==> src/rtl/pe_pkg.sv <==
// -----------------------------------------------------------------------------
// pe_pkg
// Shared definitions for the PE command path. It holds the opcode field
// positions, the class/func encodings understood by pe_core_single, the packed
// command record stored in the command FIFO, and a helper that builds an opcode
// word from a class and a func.
// -----------------------------------------------------------------------------
package pe_pkg;

    // Opcode layout: {class[31:25], func[24:20], 20'd0}
    localparam int CLASS_MSB = 31;
    localparam int CLASS_LSB = 25;
    localparam int FUNC_MSB  = 24;
    localparam int FUNC_LSB  = 20;

    // Classes and the functions within each class
    localparam logic [6:0] ARITH = 7'b0000001;
    localparam logic [4:0] ADD   = 5'b00001;
    localparam logic [4:0] SUB   = 5'b00010;
    localparam logic [4:0] MUL   = 5'b00011;
    localparam logic [6:0] ACT   = 7'b0000010;
    localparam logic [4:0] RELU  = 5'b01011;
    localparam logic [6:0] CMP   = 7'b0010000;
    localparam logic [4:0] EQ    = 5'b00001;

    // One queued PE command (128 bits)
    typedef struct packed {
        logic [31:0] opcode;
        logic [31:0] op1;
        logic [31:0] op2;
        logic [31:0] op3;
    } pe_cmd_t;

    function automatic logic [31:0] make_opcode(input logic [6:0] cls,
                                                input logic [4:0] func);
        return {cls, func, 20'd0};
    endfunction

endpackage

==> src/rtl/pe_sync_fifo.sv <==
// -----------------------------------------------------------------------------
// pe_sync_fifo
// Single-clock FIFO with an occupancy count. The head entry is visible on
// data_o whenever empty_o is low. A push while full or a pop while empty is
// ignored.
//   clk, rst_n       clock, asynchronous active-low reset
//   push_i, data_i   write request and data
//   pop_i            read request (advances the head)
//   data_o           current head entry
//   full_o, empty_o  occupancy flags
//   count_o          number of stored entries (0..DEPTH)
// -----------------------------------------------------------------------------
module pe_sync_fifo #(
    parameter int WIDTH = 32,
    parameter int DEPTH = 4
) (
    input  logic                     clk,
    input  logic                     rst_n,
    input  logic                     push_i,
    input  logic [WIDTH-1:0]         data_i,
    input  logic                     pop_i,
    output logic [WIDTH-1:0]         data_o,
    output logic                     full_o,
    output logic                     empty_o,
    output logic [$clog2(DEPTH):0]   count_o
);

    localparam int AW = $clog2(DEPTH);
    localparam logic [AW:0] DEPTH_C = (AW+1)'(DEPTH);

    logic [WIDTH-1:0] mem_q [DEPTH];
    logic [AW-1:0]    wr_ptr_q, rd_ptr_q;
    logic [AW:0]      count_q;
    logic             do_push, do_pop;

    assign do_push = push_i && !full_o;
    assign do_pop  = pop_i && !empty_o;

    // NOTE: the storage array has no reset; empty_o/count_o already mark every
    // slot invalid, and leaving it unreset keeps it a plain RAM.
    always_ff @(posedge clk) begin
        if (do_push) begin
            mem_q[wr_ptr_q] <= data_i;
        end
    end

    // Pointers wrap naturally because DEPTH is a power of two.
    always_ff @(posedge clk or negedge rst_n) begin
        if (!rst_n) begin
            wr_ptr_q <= '0;
            rd_ptr_q <= '0;
            count_q  <= '0;
        end else begin
            if (do_push) wr_ptr_q <= wr_ptr_q + 1'b1;
            if (do_pop)  rd_ptr_q <= rd_ptr_q + 1'b1;
            case ({do_push, do_pop})
                2'b10:   count_q <= count_q + 1'b1;
                2'b01:   count_q <= count_q - 1'b1;
                default: count_q <= count_q;
            endcase
        end
    end

    assign data_o  = mem_q[rd_ptr_q];
    assign full_o  = (count_q == DEPTH_C);
    assign empty_o = (count_q == '0);
    assign count_o = count_q;

endmodule

==> src/rtl/pe_cmd_issuer.sv <==
// -----------------------------------------------------------------------------
// pe_cmd_issuer
// Command-side master for pe_core_single. It queues controller commands, issues
// them to the PE under credit control, tags the in-order results and queues them
// for downstream. A watchdog abandons outstanding work if the PE hangs.
//   cmd_*      upstream command valid/ready with opcode and three operands
//   pe_*       registered PE inputs (pe_valid_in pulses once per issue) and
//              the PE result return path
//   rsp_*      downstream response valid/ready with result and issue-order tag
//   busy       any command queued, in flight or buffered
//   err_*      sticky timeout / spurious-result flags; err_clr clears both
// -----------------------------------------------------------------------------
module pe_cmd_issuer
    import pe_pkg::*;
#(
    parameter int CMD_DEPTH = 4,
    parameter int RSP_DEPTH = 4,
    parameter int TAG_W     = 4,
    parameter int TIMEOUT   = 64
) (
    input  logic             clk,
    input  logic             rst_n,
    input  logic             cmd_valid,
    output logic             cmd_ready,
    input  logic [31:0]      cmd_opcode,
    input  logic [31:0]      cmd_op1,
    input  logic [31:0]      cmd_op2,
    input  logic [31:0]      cmd_op3,
    output logic [31:0]      pe_opcode,
    output logic [31:0]      pe_op1,
    output logic [31:0]      pe_op2,
    output logic [31:0]      pe_op3,
    output logic             pe_valid_in,
    input  logic [31:0]      pe_result_out,
    input  logic             pe_result_valid,
    output logic             rsp_valid,
    input  logic             rsp_ready,
    output logic [31:0]      rsp_data,
    output logic [TAG_W-1:0] rsp_tag,
    output logic             busy,
    output logic             err_timeout,
    output logic             err_spurious,
    input  logic             err_clr
);

    localparam int CW   = $clog2(RSP_DEPTH);
    localparam int WD_W = $clog2(TIMEOUT + 1);
    localparam logic [CW+1:0]   CREDIT  = (CW+2)'(RSP_DEPTH);
    localparam logic [WD_W-1:0] WD_LAST = WD_W'(TIMEOUT - 1);

    // Command FIFO
    pe_cmd_t cmd_head;
    logic    cmd_full, cmd_empty, cmd_push;
    logic [$clog2(CMD_DEPTH):0] cmd_count_unused;

    // Response FIFO
    logic [32+TAG_W-1:0] rsp_head;
    logic                rsp_empty, rsp_pop, rsp_full_unused;
    logic [CW:0]         rsp_count;

    // State
    logic             ready_q;
    pe_cmd_t          pe_cmd_q;
    logic             pe_valid_q;
    logic [CW:0]      inflight_q, inflight_d;
    logic [TAG_W-1:0] itag_q, itag_d, rtag_q, rtag_d;
    logic [WD_W-1:0]  wd_q, wd_d;
    logic             err_to_q, err_to_d, err_sp_q, err_sp_d;

    logic issue, res_accept, res_spurious, wd_fire;

    // ready_q holds cmd_ready low through reset and for the first edge after it.
    assign cmd_ready = ready_q && !cmd_full;
    assign cmd_push  = cmd_valid && cmd_ready;
    assign rsp_valid = !rsp_empty;
    assign rsp_pop   = rsp_valid && rsp_ready;

    pe_sync_fifo #(.WIDTH($bits(pe_cmd_t)), .DEPTH(CMD_DEPTH)) u_cmd_fifo (
        .clk     (clk),
        .rst_n   (rst_n),
        .push_i  (cmd_push),
        .data_i  ({cmd_opcode, cmd_op1, cmd_op2, cmd_op3}),
        .pop_i   (issue),
        .data_o  (cmd_head),
        .full_o  (cmd_full),
        .empty_o (cmd_empty),
        .count_o (cmd_count_unused)
    );

    // Credit accounting guarantees room, so full is never needed here.
    pe_sync_fifo #(.WIDTH(32 + TAG_W), .DEPTH(RSP_DEPTH)) u_rsp_fifo (
        .clk     (clk),
        .rst_n   (rst_n),
        .push_i  (res_accept),
        .data_i  ({pe_result_out, rtag_q}),
        .pop_i   (rsp_pop),
        .data_o  (rsp_head),
        .full_o  (rsp_full_unused),
        .empty_o (rsp_empty),
        .count_o (rsp_count)
    );

    // Issue only when every outstanding and buffered result still fits.
    assign issue        = !cmd_empty &&
                          (({1'b0, inflight_q} + {1'b0, rsp_count}) < CREDIT);
    assign res_accept   = pe_result_valid && (inflight_q != '0);
    assign res_spurious = pe_result_valid && (inflight_q == '0);
    assign wd_fire      = (inflight_q != '0) && !pe_result_valid && (wd_q == WD_LAST);

    // NOTE: every variable gets a default at the top of this always_comb, so no
    // path leaves one unassigned and no latch is inferred.
    always_comb begin
        inflight_d = inflight_q;
        itag_d     = itag_q;
        rtag_d     = rtag_q;
        wd_d       = wd_q + 1'b1;
        err_to_d   = (err_to_q && !err_clr) || wd_fire;
        err_sp_d   = (err_sp_q && !err_clr) || res_spurious;

        if (issue) itag_d = itag_q + 1'b1;

        if (wd_fire) begin
            // Abandon all outstanding work; skip their tags so rtag catches up
            // with itag. A same-cycle issue becomes the only in-flight command.
            inflight_d = issue ? (CW+1)'(1) : '0;
            rtag_d     = rtag_q + TAG_W'(inflight_q);
        end else begin
            case ({issue, res_accept})
                2'b10:   inflight_d = inflight_q + 1'b1;
                2'b01:   inflight_d = inflight_q - 1'b1;
                default: inflight_d = inflight_q;
            endcase
            if (res_accept) rtag_d = rtag_q + 1'b1;
        end

        if ((inflight_q == '0) || pe_result_valid || wd_fire) wd_d = '0;
    end

    // NOTE: sequential state uses non-blocking assignments only, so every
    // register samples the values from before the edge.
    always_ff @(posedge clk or negedge rst_n) begin
        if (!rst_n) begin
            ready_q    <= 1'b0;
            pe_cmd_q   <= '0;
            pe_valid_q <= 1'b0;
            inflight_q <= '0;
            itag_q     <= '0;
            rtag_q     <= '0;
            wd_q       <= '0;
            err_to_q   <= 1'b0;
            err_sp_q   <= 1'b0;
        end else begin
            ready_q    <= 1'b1;
            pe_valid_q <= issue;
            if (issue) pe_cmd_q <= cmd_head;
            inflight_q <= inflight_d;
            itag_q     <= itag_d;
            rtag_q     <= rtag_d;
            wd_q       <= wd_d;
            err_to_q   <= err_to_d;
            err_sp_q   <= err_sp_d;
        end
    end

    assign pe_opcode    = pe_cmd_q.opcode;
    assign pe_op1       = pe_cmd_q.op1;
    assign pe_op2       = pe_cmd_q.op2;
    assign pe_op3       = pe_cmd_q.op3;
    assign pe_valid_in  = pe_valid_q;

    // The head is gated so outputs read zero while the FIFO is empty.
    assign rsp_data     = rsp_valid ? rsp_head[32+TAG_W-1:TAG_W] : '0;
    assign rsp_tag      = rsp_valid ? rsp_head[TAG_W-1:0] : '0;

    assign busy         = !cmd_empty || (inflight_q != '0) || !rsp_empty;
    assign err_timeout  = err_to_q;
    assign err_spurious = err_sp_q;

endmodule

==> config.mk <==
export PLATFORM = sky130hd
export DESIGN_NAME = pe_cmd_issuer
export DESIGN_NICKNAME = d
export VERILOG_FILES = /design/src/rtl/pe_pkg.sv /design/src/rtl/pe_sync_fifo.sv /design/src/rtl/pe_cmd_issuer.sv
export SDC_FILE = /design/constraint.sdc
export NUM_CORES = 1
export LEC_CHECK = 0
export CORE_ASPECT_RATIO = 1.5
export CORE_MARGIN = 10
export CORE_UTILIZATION = 34
export DETAILED_ROUTE_END_ITERATION = 8
export PLACE_DENSITY = 0.49
export SLEW_MARGIN = 10
export SYNTH_ARGS = -nofsm -noshare
export SYNTH_HDL_FRONTEND = slang
export SYNTH_SLANG_ARGS = --single-unit
==> constraint.sdc <==
create_clock -name clk -period 6.09 [get_ports clk]
set_input_delay 1.218 -clock clk [delete_from_list [all_inputs] [get_ports clk]]
set_output_delay 1.218 -clock clk [all_outputs]
set_load 0.03 [all_outputs]
=== Word level (Yosys, flattened, before mapping) ===
Memories as Yosys holds them, arrays and structs flattened. A register that Yosys moved wholly into a read port is not among the register bits.
Index checks and enable logic that the tools add are counted.

* Flip-flop bits (word level): 32
* Bits in writable memories: 656
* Input bits: 166
* Logic and storage cells: 88
* Memories kept: 2

* Add/sub/neg operators: 14
* Magnitude comparators: 1
* Equality and inequality tests: 9
* Mux-type cells: 14
* Reduce and logical (&&, ||, !) cells: 35

{| class="wikitable"
|+ Memory list
! name !! depth !! bits a word !! read ports !! clocked after Yosys merged registers in !! write ports !! RTL line !! source
|-
| u_cmd_fifo.mem_q || 4 || 128 || 1 || 1 || 1 || pe_sync_fifo.sv:31 || <nowiki>logic [WIDTH-1:0] mem_q [DEPTH];</nowiki>
|-
| u_rsp_fifo.mem_q || 4 || 36 || 1 || 0 || 1 || pe_sync_fifo.sv:31 ||
|}

{| class="wikitable"
|+ Operators with widths
! kind !! count
|-
| two-way mux 32 bit || 1
|-
| case mux 3 bit (2 select lines) || 3
|-
| logical AND 1 bit || 14
|-
| two-way mux 4 bit || 3
|-
| adder 3 x 1 -> 3 bit, second input constant || 3
|-
| logical NOT 3 bit || 3
|-
| subtractor 3 x 1 -> 3 bit, second input constant || 3
|-
| adder 2 x 1 -> 2 bit, second input constant || 4
|-
| adder 7 x 1 -> 7 bit, second input constant || 1
|-
| equality test 7 x 6 -> 1 bit, second input constant || 1
|-
| logical NOT 1 bit || 7
|-
| two-way mux 7 bit || 1
|-
| equality test 2 x 1 -> 1 bit, second input constant || 3
|-
| equality test 2 bit, second input constant || 3
|-
| equality test 3 bit, second input constant || 2
|-
| logical OR 1 bit || 6
|-
| nonzero test 2 bit || 3
|-
| nonzero test 3 bit || 2
|-
| two-way mux 1 bit || 5
|-
| adder 3 x 3 -> 4 bit || 1
|-
| adder 4 x 1 -> 4 bit, second input constant || 1
|-
| adder 4 x 3 -> 4 bit || 1
|-
| < comparator 4 x 3 -> 1 bit, second input constant || 1
|-
| two-way mux 3 bit || 1
|}

=== Longest topological paths before layout ===
Gate-level depths: netlist of run 1.

* Depth in word-level cells: 7
* Mapped depth: 11
* Gate-level depth less buffers: 10

=== By module ===
Synthesis of run 1 repeated with hierarchy kept, for this count alone.

* Cell total of the unflattened synthesis: 1339
* Area, all modules: 30588.1 µm²

{| class="wikitable"
|+ By module, submodules not included
! module !! times used !! cells each !! area each (µm²) !! seq. area each (µm²)
|-
| pe_sync_fifo (u_cmd_fifo) || 1 || 706 || 18885.6 || 15549.9
|-
| pe_cmd_issuer || 1 || 408 || 6067.1 || 3653.5
|-
| pe_sync_fifo (u_rsp_fifo) || 1 || 225 || 5635.4 || 4499.3
|}

=== Least setup slack after synthesis of run 1 ===
OpenSTA, ideal clock, no wires.

* Path kind: reg2reg
* Start: reg u_cmd_fifo.count_q[0], in the netlist u_cmd_fifo.count_o[0]
* End: mem u_cmd_fifo.mem_q[0][0] (netlist bit) (enable)
* Setup time: 0.503 ns
* Data arrival time: 4.277 ns
* Data required time: 5.587 ns
* Slack: 1.310 ns
* Stages on the path, launching flop included: 4
* Buffers on the path: 0
* Clock period less this slack: 4.780 ns
* Cell sequence: dfrtp_1 -> inv_1 -> a31oi_1 -> and3_1

* Longest elaborated chain between the ends: 7

{| class="wikitable"
|+ RTL lines
! what !! RTL line !! source
|-
| from (decl) || pe_sync_fifo.sv:33 || <nowiki>logic [AW:0] count_q;</nowiki>
|-
| from (signal assigned) || pe_sync_fifo.sv:57 || <nowiki>2'b10: count_q <= count_q + 1'b1;</nowiki>
|-
| from (signal assigned) || pe_sync_fifo.sv:58 || <nowiki>2'b01: count_q <= count_q - 1'b1;</nowiki>
|-
| from (signal assigned) || pe_sync_fifo.sv:59 || <nowiki>default: count_q <= count_q;</nowiki>
|-
| equality test 3 bit || pe_sync_fifo.sv:65 || <nowiki>assign full_o = (count_q == DEPTH_C);</nowiki>
|-
| logical NOT 1 bit || pe_cmd_issuer.sv:73 || <nowiki>assign cmd_ready = ready_q && !cmd_full;</nowiki>
|-
| logical AND 1 bit || pe_cmd_issuer.sv:73 ||
|-
| via cmd_ready || pe_cmd_issuer.sv:24 || <nowiki>output logic cmd_ready,</nowiki>
|-
| logical AND 1 bit || pe_cmd_issuer.sv:74 || <nowiki>assign cmd_push = cmd_valid && cmd_ready;</nowiki>
|-
| logical AND 1 bit || pe_sync_fifo.sv:36 || <nowiki>assign do_push = push_i && !full_o;</nowiki>
|-
| two-way mux 1 bit || pe_sync_fifo.sv:42 || <nowiki>if (do_push) begin</nowiki>
|-
| two-way mux 1 bit (implied by the code) || pe_sync_fifo.sv:43 || <nowiki>mem_q[wr_ptr_q] <= data_i;</nowiki>
|-
| to (decl) || pe_sync_fifo.sv:31 ||
|}

The timed path passes the listed nets, and every way through them passes these cells.

=== Worst setup path after layout of run 1 ===
* Start: reg u_rsp_fifo.rd_ptr_q[0]
* End: out rsp_data[28]

* Longest elaborated chain between the ends: 2

{| class="wikitable"
|+ RTL lines
! what !! RTL line !! source
|-
| from (decl) || pe_sync_fifo.sv:32 || <nowiki>logic [AW-1:0] wr_ptr_q, rd_ptr_q;</nowiki>
|-
| from (signal assigned) || pe_sync_fifo.sv:55 || <nowiki>if (do_pop) rd_ptr_q <= rd_ptr_q + 1'b1;</nowiki>
|-
| memory read (4 x 36 bit) || -- ||
|-
| two-way mux 32 bit || pe_cmd_issuer.sv:172 || <nowiki>assign rsp_data = rsp_valid ? rsp_head[32+TAG_W-1:TAG_W] : '0;</nowiki>
|-
| to (decl) || pe_cmd_issuer.sv:38 || <nowiki>output logic [31:0] rsp_data,</nowiki>
|}

No other way between the ends.

==> results of run 1 <==
==> layout make-up <==
type	count	area, µm²	share of cell area [%]
Timing Repair Buffer	356	3600	9.41
Antenna cell	6	15.0	0.0392
Inverter	20	82.6	0.216
Sequential cell	816	23700	61.9
Clock inverter	45	493	1.29
Clock buffer	111	2330	6.08
Multi-Input combinational cell	440	6610	17.3
Tap cell	1164	1460	3.80
==> routing by layer <==
metal | vias up | routed length, µm | GRT usage (%)
li1 | 6175 | - | -
met1 | 7511 | 28700 | 16.6
met2 | 378 | 35500 | 23.2
met3 | 121 | 6400 | 5.73
met4 | 32 | 1500 | 4.34
met5 | - | 208 | 0
==> worst max path at each step <==
stage                            from                     end  slack [ns]  cells after the start
3_3_place_gp   u_rsp_fifo.rd_ptr_q[0]            rsp_data[28]        2.09                      4
4_1_cts        u_rsp_fifo.rd_ptr_q[0]            rsp_data[28]        1.34                      4
6_report       u_rsp_fifo.rd_ptr_q[0]            rsp_data[28]        1.52                      4
2_1_floorplan   u_cmd_fifo.count_o[0]  u_cmd_fifo.mem_q[0][0]        1.31                      3
5_1_grt        u_rsp_fifo.rd_ptr_q[0]            rsp_data[28]        1.24                      4
3_5_place_dp   u_rsp_fifo.rd_ptr_q[0]            rsp_data[28]        2.06                      4
==> report_power, final <==
group	internal, W	switching, W	total (W)
combinational	0.00371	0.00377	0.00748
clock	0.00308	0.00215	0.00523
sequential	0.00725	0.000788	0.00803
==> cell usage after synthesis (3+ instances only) <==
| cell type | number |
|---|---|
| edfxtp_1 | 656 |
| mux4_2 | 164 |
| dfrtp_1 | 160 |
| mux2_4 | 80 |
| and2_1 | 43 |
| mux2_1 | 32 |
| buf_6 | 20 |
| inv_1 | 19 |
| mux2_2 | 19 |
| ha_1 | 16 |
| clkbuf_1 | 15 |
| xnor2_1 | 14 |
| buf_2 | 13 |
| nor2_1 | 10 |
| and3_1 | 9 |
| xor2_1 | 7 |
| mux2i_1 | 6 |
| buf_1 | 5 |
| nand2_1 | 5 |
| fa_1 | 4 |
| nand3_1 | 4 |
| o21ai_0 | 4 |
| or3_1 | 4 |
| a21o_1 | 3 |
==> state kept, by name, summed over array words and instances (netlist names), 4 cells and up <==
name / count
pe_op2: 32
u_cmd_fifo.mem_q: 512
rtag_q: 4
wd_q: 7
pe_op1: 32
pe_op3: 32
u_rsp_fifo.mem_q: 144
pe_opcode: 32
==> metrics by stage <==
stage                     std cells  util, %  hold slack (ns)  power (W)
after global routing           2953     42.5            0.501     0.0218
after global placement         2796     39.4            0.443     0.0158
after floorplan                1332        -            0.424     0.0132
final                          2958     42.5            0.463     0.0208
after CTS                      2952     42.5            0.463     0.0212
after detailed placement       2796     39.4            0.454     0.0159
==> cells by family (layout without fill, tap and decap cells) <==
kind of cell	count (synthesis)	after routing	synth area share, %
AOI/OAI and AO/OA	16	16	0.330
xor gates and xnor gates	21	21	0.598
adders and majority gates	20	20	0.911
buffers and inverters	76	532	1.50
DFF	816	816	77.1
muxes	301	301	18.0
other	1	7	0.0122
and+or+nand+nor	81	81	1.59
==> worst register-to-register path: stages (launching register included) <==
cell	delay (ns)
dfrtp_1	0.46
ha_1	0.31
nor3_1	0.31
nand3_4	0.21
inv_8	0.59
buf_4	0.72
mux2_1	0.41
==> reports/metrics.cfg, run 1 <==
[floorplan]
floorplan.rows=135
die_y_um=388
die_area_um2=103000
coreArea_um2=90000
initial_utilization_pct=34.2
die_width_um=266
floorplan.io_pins=336

[min_path]
timing.hold.worst.class=reg -> reg
hold-path-endpoint=wd_q[0]
worst_hold_path.num_cells=1
startpoint_of_the_most_critical_hold_path=wd_q[0]

[synthesis]
synthFlopType=edfxtp_1
synth_area_leader_cell=edfxtp_1
cells_after_synthesis=1332
ys_types=39
synth-edff-count=656
asyncSetResetFlopFracSynth_pct=19.6
synth_sequential_area_ratio_pct=77.1
post_synth_instance_area_um2=30800
synth.yosys.warnings=0
synth_nets=1518
synthDominantCellAreaShare_pct=64.1
avgSynthCellArea_um2=23.1
post_synth_main_area_contributors=edfxtp_1 (64%), dfrtp_1 (13%), mux4_2 (12%)
synth.ff_latch_count=816

[worst_setup_path]
crit_fanout=33
critical-path-slowest-cell=dfrtp_2
start_kind=register
timing.reg2reg.setup_slack_ns=2.97
critPathCaptureType=output port
cell_by_cell_trace_of_the_critical_path=buf_4, mux4_2, and2_1, clkdlybuf4s50_1
worst_r2r_path_depth=6
cp_data_arrival_time_ns=3.35
regToRegEndpoint=pe_opcode[9]
critPathKind=reg -> out
cpLargestDelayFamily=flip-flops
worst_path_buffer_plus_inverter_count=2
worst-endpoint-required_ns=4.87
critical_path.reg2reg.startpoint=inflight_q[2]
timing.critical_path.slowest_cell_delay_ns=1.07

[cts]
numCtsBuffers=84
ctsRootBufferMaster=clkbuf_16
cts-resized-gates=0
clk-insertion-delay-late_ns=0.66
ctsLongestPathBuffers=3
cts_tree=yes
ctsHoldBuffers=0
cts.sinks=816
ctsHtreeMaxLevel=3
post_cts.repair.setup_buffers=0
path_clk_slew_ns=0.06

[sta]
min_period_ns=4.57
worst_clock_skew_ns=0.0285
setup_ws_final_ns=1.52
worst_pin_slew_ns=1.10
timing.final.setup_violations=0
worst_slew_margin_rel_pct=26.8
rsz0062_at_grt=no
fmax_mhz=219
slew_limit_fails=0
timing.setup.tns_ns=0
final_hold_violation_count=0
post-route-period-util_pct=75.0

[layout]
layout.filler_cells=7855
finish.instance_area_um2=38300
growth_of_design_area_from_synthesis_to_finish_pct=24.5
most-common-layout-cells=edfxtp_1 (656), clkdlybuf4s50_1 (334), mux4_2 (164)
layout-drive-gt1-share_pct=23.8
finish.net_count=1904
mostFrequentLayoutCell=edfxtp_1

[placement]
port_buffers=335
detailed_place.area_um2=35500
dp_worst_setup_slack_ns=2.06
dpl.hpwl_mm=43.5
routabilityCongestion=0.712

[global_routing]
global_route.usage.total_pct=14.1
grt_first_pass_wirelength_mm=108
grt_max_degree=84
grt_overflow_total=0
grt_antenna_before_repair=20
number_of_global_route_vias_before_repair=16000

[drt]
drtAntennaViolNets=0
vias_per_cell=4.81
wl_mm=72.2
detail_route.iter0.violations=609
number_of_search_and_repair_iterations_in_the_first_detailed_routing_pass=4
drt-wirelength-per-cell_um=24.4
vias=14200
drc_errors=0

[outcome]
outcome=complete, no violations

[power]
static_leakage_nw=13.1
power-per-cell-area_nw_per_um2=542
power.ir.vdd_worst_uv=419

[job]
maxCapViolCount=0

(Power assumes the default switching activity.)
==> run 2, diff against run 1 <==
--- a/config.mk
+++ b/config.mk
@@ -9,7 +9,7 @@
 export CORE_MARGIN = 10
 export CORE_UTILIZATION = 34
 export DETAILED_ROUTE_END_ITERATION = 8
-export PLACE_DENSITY = 0.49
+export PLACE_DENSITY = 0.51
 export SLEW_MARGIN = 10
 export SYNTH_ARGS = -nofsm -noshare
 export SYNTH_HDL_FRONTEND = slang
==> constraint.sdc (replaced) <==
create_clock -name clk -period 4 [get_ports clk]
set_input_delay 0.8 -clock clk [delete_from_list [all_inputs] [get_ports clk]]
set_output_delay 0.8 -clock clk [all_outputs]
set_load 0.03 [all_outputs]
==> run 2 against run 1 <==
Against the previous run: cell area is 0.54% higher; clock skew down 0.0033 ns; global-route usage is 0.17 points lower; critical path depth unchanged; sequential power up 49%; first-iteration DRC count grew 3.1%; routed wire length decreased by 1.6%; non-clock buffer count grew 17; critical path type unchanged; largest cell class unchanged.
==> reports/metrics.cfg, run 2 (synthesis results as in run 1) <==
[cts]
post_cts.repair.setup_buffers=0  ; unchanged
ctsRootBufferMaster=clkbuf_16
path_clk_slew_ns=0.06  ; about the same
ctsHoldBuffers=0  ; unchanged
cts.sinks=816  ; unchanged
clk-insertion-delay-late_ns=0.65  ; about the same
cts_tree=yes
numCtsBuffers=83  ; -1.2%
ctsLongestPathBuffers=3  ; unchanged
cts-resized-gates=0  ; unchanged
ctsHtreeMaxLevel=3  ; unchanged

[worst_setup_path]
path_depth=4  ; unchanged
crit_end=rsp_data[12]
start_kind=register
timing.reg2reg.setup_slack_ns=1.26  ; -1.71 ns
cpLargestDelayFamily=buffers and inverters
regToRegEndpoint=u_cmd_fifo.count_o[2]
critical-path-slowest-cell=dfrtp_2
crit_fanout=24  ; -27%
worst_path_buffer_plus_inverter_count=2  ; unchanged
crit_start=u_rsp_fifo.rd_ptr_q[0]
timing.critical_path.slowest_cell_delay_ns=0.69  ; -0.38 ns
critPathCaptureType=output port
worst-endpoint-required_ns=3.20  ; -1.67 ns
cp_data_arrival_time_ns=2.94  ; -0.41 ns
cell_by_cell_trace_of_the_critical_path=buf_12, mux4_2, and2_1, clkdlybuf4s50_1
critPathKind=reg -> out
worst_r2r_path_depth=10  ; +4
critical_path.reg2reg.startpoint=inflight_q[2]

[floorplan]
die_width_um=266  ; unchanged
coreArea_um2=90000  ; unchanged
die_area_um2=103000  ; unchanged
floorplan.io_pins=336  ; unchanged
initial_utilization_pct=34.2  ; unchanged
die_y_um=388  ; unchanged
floorplan.rows=135  ; unchanged

[sta]
worst_pin_slew_ns=0.921  ; -0.176 ns
min_period_ns=3.74
final_hold_violation_count=0  ; unchanged
timing.setup.tns_ns=0  ; unchanged
rsz0062_at_grt=no
timing.final.setup_violations=0  ; unchanged
worst_slew_margin_rel_pct=38.6  ; +12 points
fmax_mhz=267
worst_clock_skew_ns=0.0252  ; -0.00329 ns
slew_limit_fails=0  ; unchanged
worst_hold_slack_ns=0.139  ; -0.324 ns
post-route-period-util_pct=93.6

[layout]
finish.net_count=1920  ; +0.84%
layout-drive-gt1-share_pct=24.5  ; +0.72 points
mostFrequentLayoutCell=edfxtp_1
number_of_flip_flops_in_the_largest_register=512  ; unchanged
layout.filler_cells=7819  ; -0.46%
most-common-layout-cells=edfxtp_1 (656), clkdlybuf4s50_1 (334), mux4_2 (164)
growth_of_design_area_from_synthesis_to_finish_pct=25.2
biggestRegsByFlops=u_cmd_fifo.mem_q: 512 flops, u_rsp_fifo.mem_q: 144 flops
max_flop_register=u_cmd_fifo.mem_q

[drt]
drc_errors=0  ; unchanged
vias=14200  ; -0.25%
number_of_search_and_repair_iterations_in_the_first_detailed_routing_pass=4  ; unchanged
wl_mm=71.1  ; -1.6%
detail_route.iter0.violations=628  ; +3.1%
drt-wirelength-per-cell_um=24.0  ; -1.9%
vias_per_cell=4.78  ; -0.52%
drtAntennaViolNets=0  ; unchanged

[global_routing]
number_of_global_route_vias_before_repair=16100  ; +0.51%
grt_antenna_before_repair=15  ; -25%
grt_first_pass_wirelength_mm=107  ; -0.45%
global_route.usage.total_pct=13.9  ; -0.17 points
grt_max_degree=130  ; +55%
grt_overflow_total=0  ; unchanged

[power]
static_leakage_nw=13.2  ; +0.84%
power-per-cell-area_nw_per_um2=821  ; +52%
power.ir.vdd_worst_uv=499  ; +19%

[placement]
port_buffers=335  ; unchanged
dpl.hpwl_mm=44.5  ; +2.4%
routabilityCongestion=0.725  ; +1.8%

[outcome]
outcome=complete, no violations

[min_path]
timing.hold.worst.class=in -> async

[job]
maxCapViolCount=0  ; unchanged

-- run 2: cell types whose count changed in the layout (fill, tap and decap cells not counted) --
cell,delta
buf_12,+11
buf_4,+6
bufinv_16,-1
clkbuf_16,-3
clkbuf_8,+4
clkinv_1,-3
clkinv_2,-1
clkinv_8,-1
clkinvlp_4,-1
diode_2,-5
inv_16,+2
inv_6,-1
inv_8,+1
-- run 2: worst min path at each step --
| stage | from | to | slack [ns] | cells after the start |
|---|---|---|---|---|
| finish | rst_n | pe_opcode[8] | 0.14 | 1 |
| global route | rst_n | pe_opcode[8] | 0.18 | 1 |
| CTS | rst_n | pe_opcode[8] | 0.14 | 1 |
| detailed placement | wd_q[0] | wd_q[0] | 0.46 | 1 |
| global placement | wd_q[0] | wd_q[0] | 0.44 | 1 |
| floorplan | wd_q[0] | wd_q[0] | 0.42 | 1 |
-- run 2: stage by stage --
step | setup slack [ns] | instances | area, µm² | util (%) | total power (W)
after floorplan | 0.667 | 1332 | 30800 | - | 0.0200
after CTS | 0.148 | 2965 | 38500 | 42.8 | 0.0323
after global routing | 0.0809 | 2965 | 38500 | 42.8 | 0.0333
final | 0.255 | 2966 | 38500 | 42.8 | 0.0316
after global placement | 0.860 | 2813 | 35700 | 39.7 | 0.0241
after detailed placement | 0.861 | 2813 | 35700 | 39.7 | 0.0243
-- run 2: final cells by class --
cell class              instances  area (µm²)  share of cell area (%)
diodes                          1        2.50                 0.00650
clock buffers                 112        2310                    5.99
clock inverters                40         465                    1.21
inverters                      20        82.6                   0.214
multi-input cells             440        6610                    17.2
flip-flops and latches        816       23700                    61.6
well taps                    1164        1460                    3.78
repair buffers                373        3870                    10.0
-- run 2: per-layer routing --
metal	vias to the layer above	share of wire [%]	track usage, %
met5	-	0.23	0
met2	373	50	23.5
met1	7471	40	16.5
li1	6203	-	-
met4	28	1.8	4.34
met3	107	7.8	4.82
-- run 2: report_power, final --
group	switching (W)	internal [W]	total, W
logic	0.00596	0.00580	0.0118
registers	0.000979	0.0110	0.0120
clock network	0.00325	0.00460	0.00785
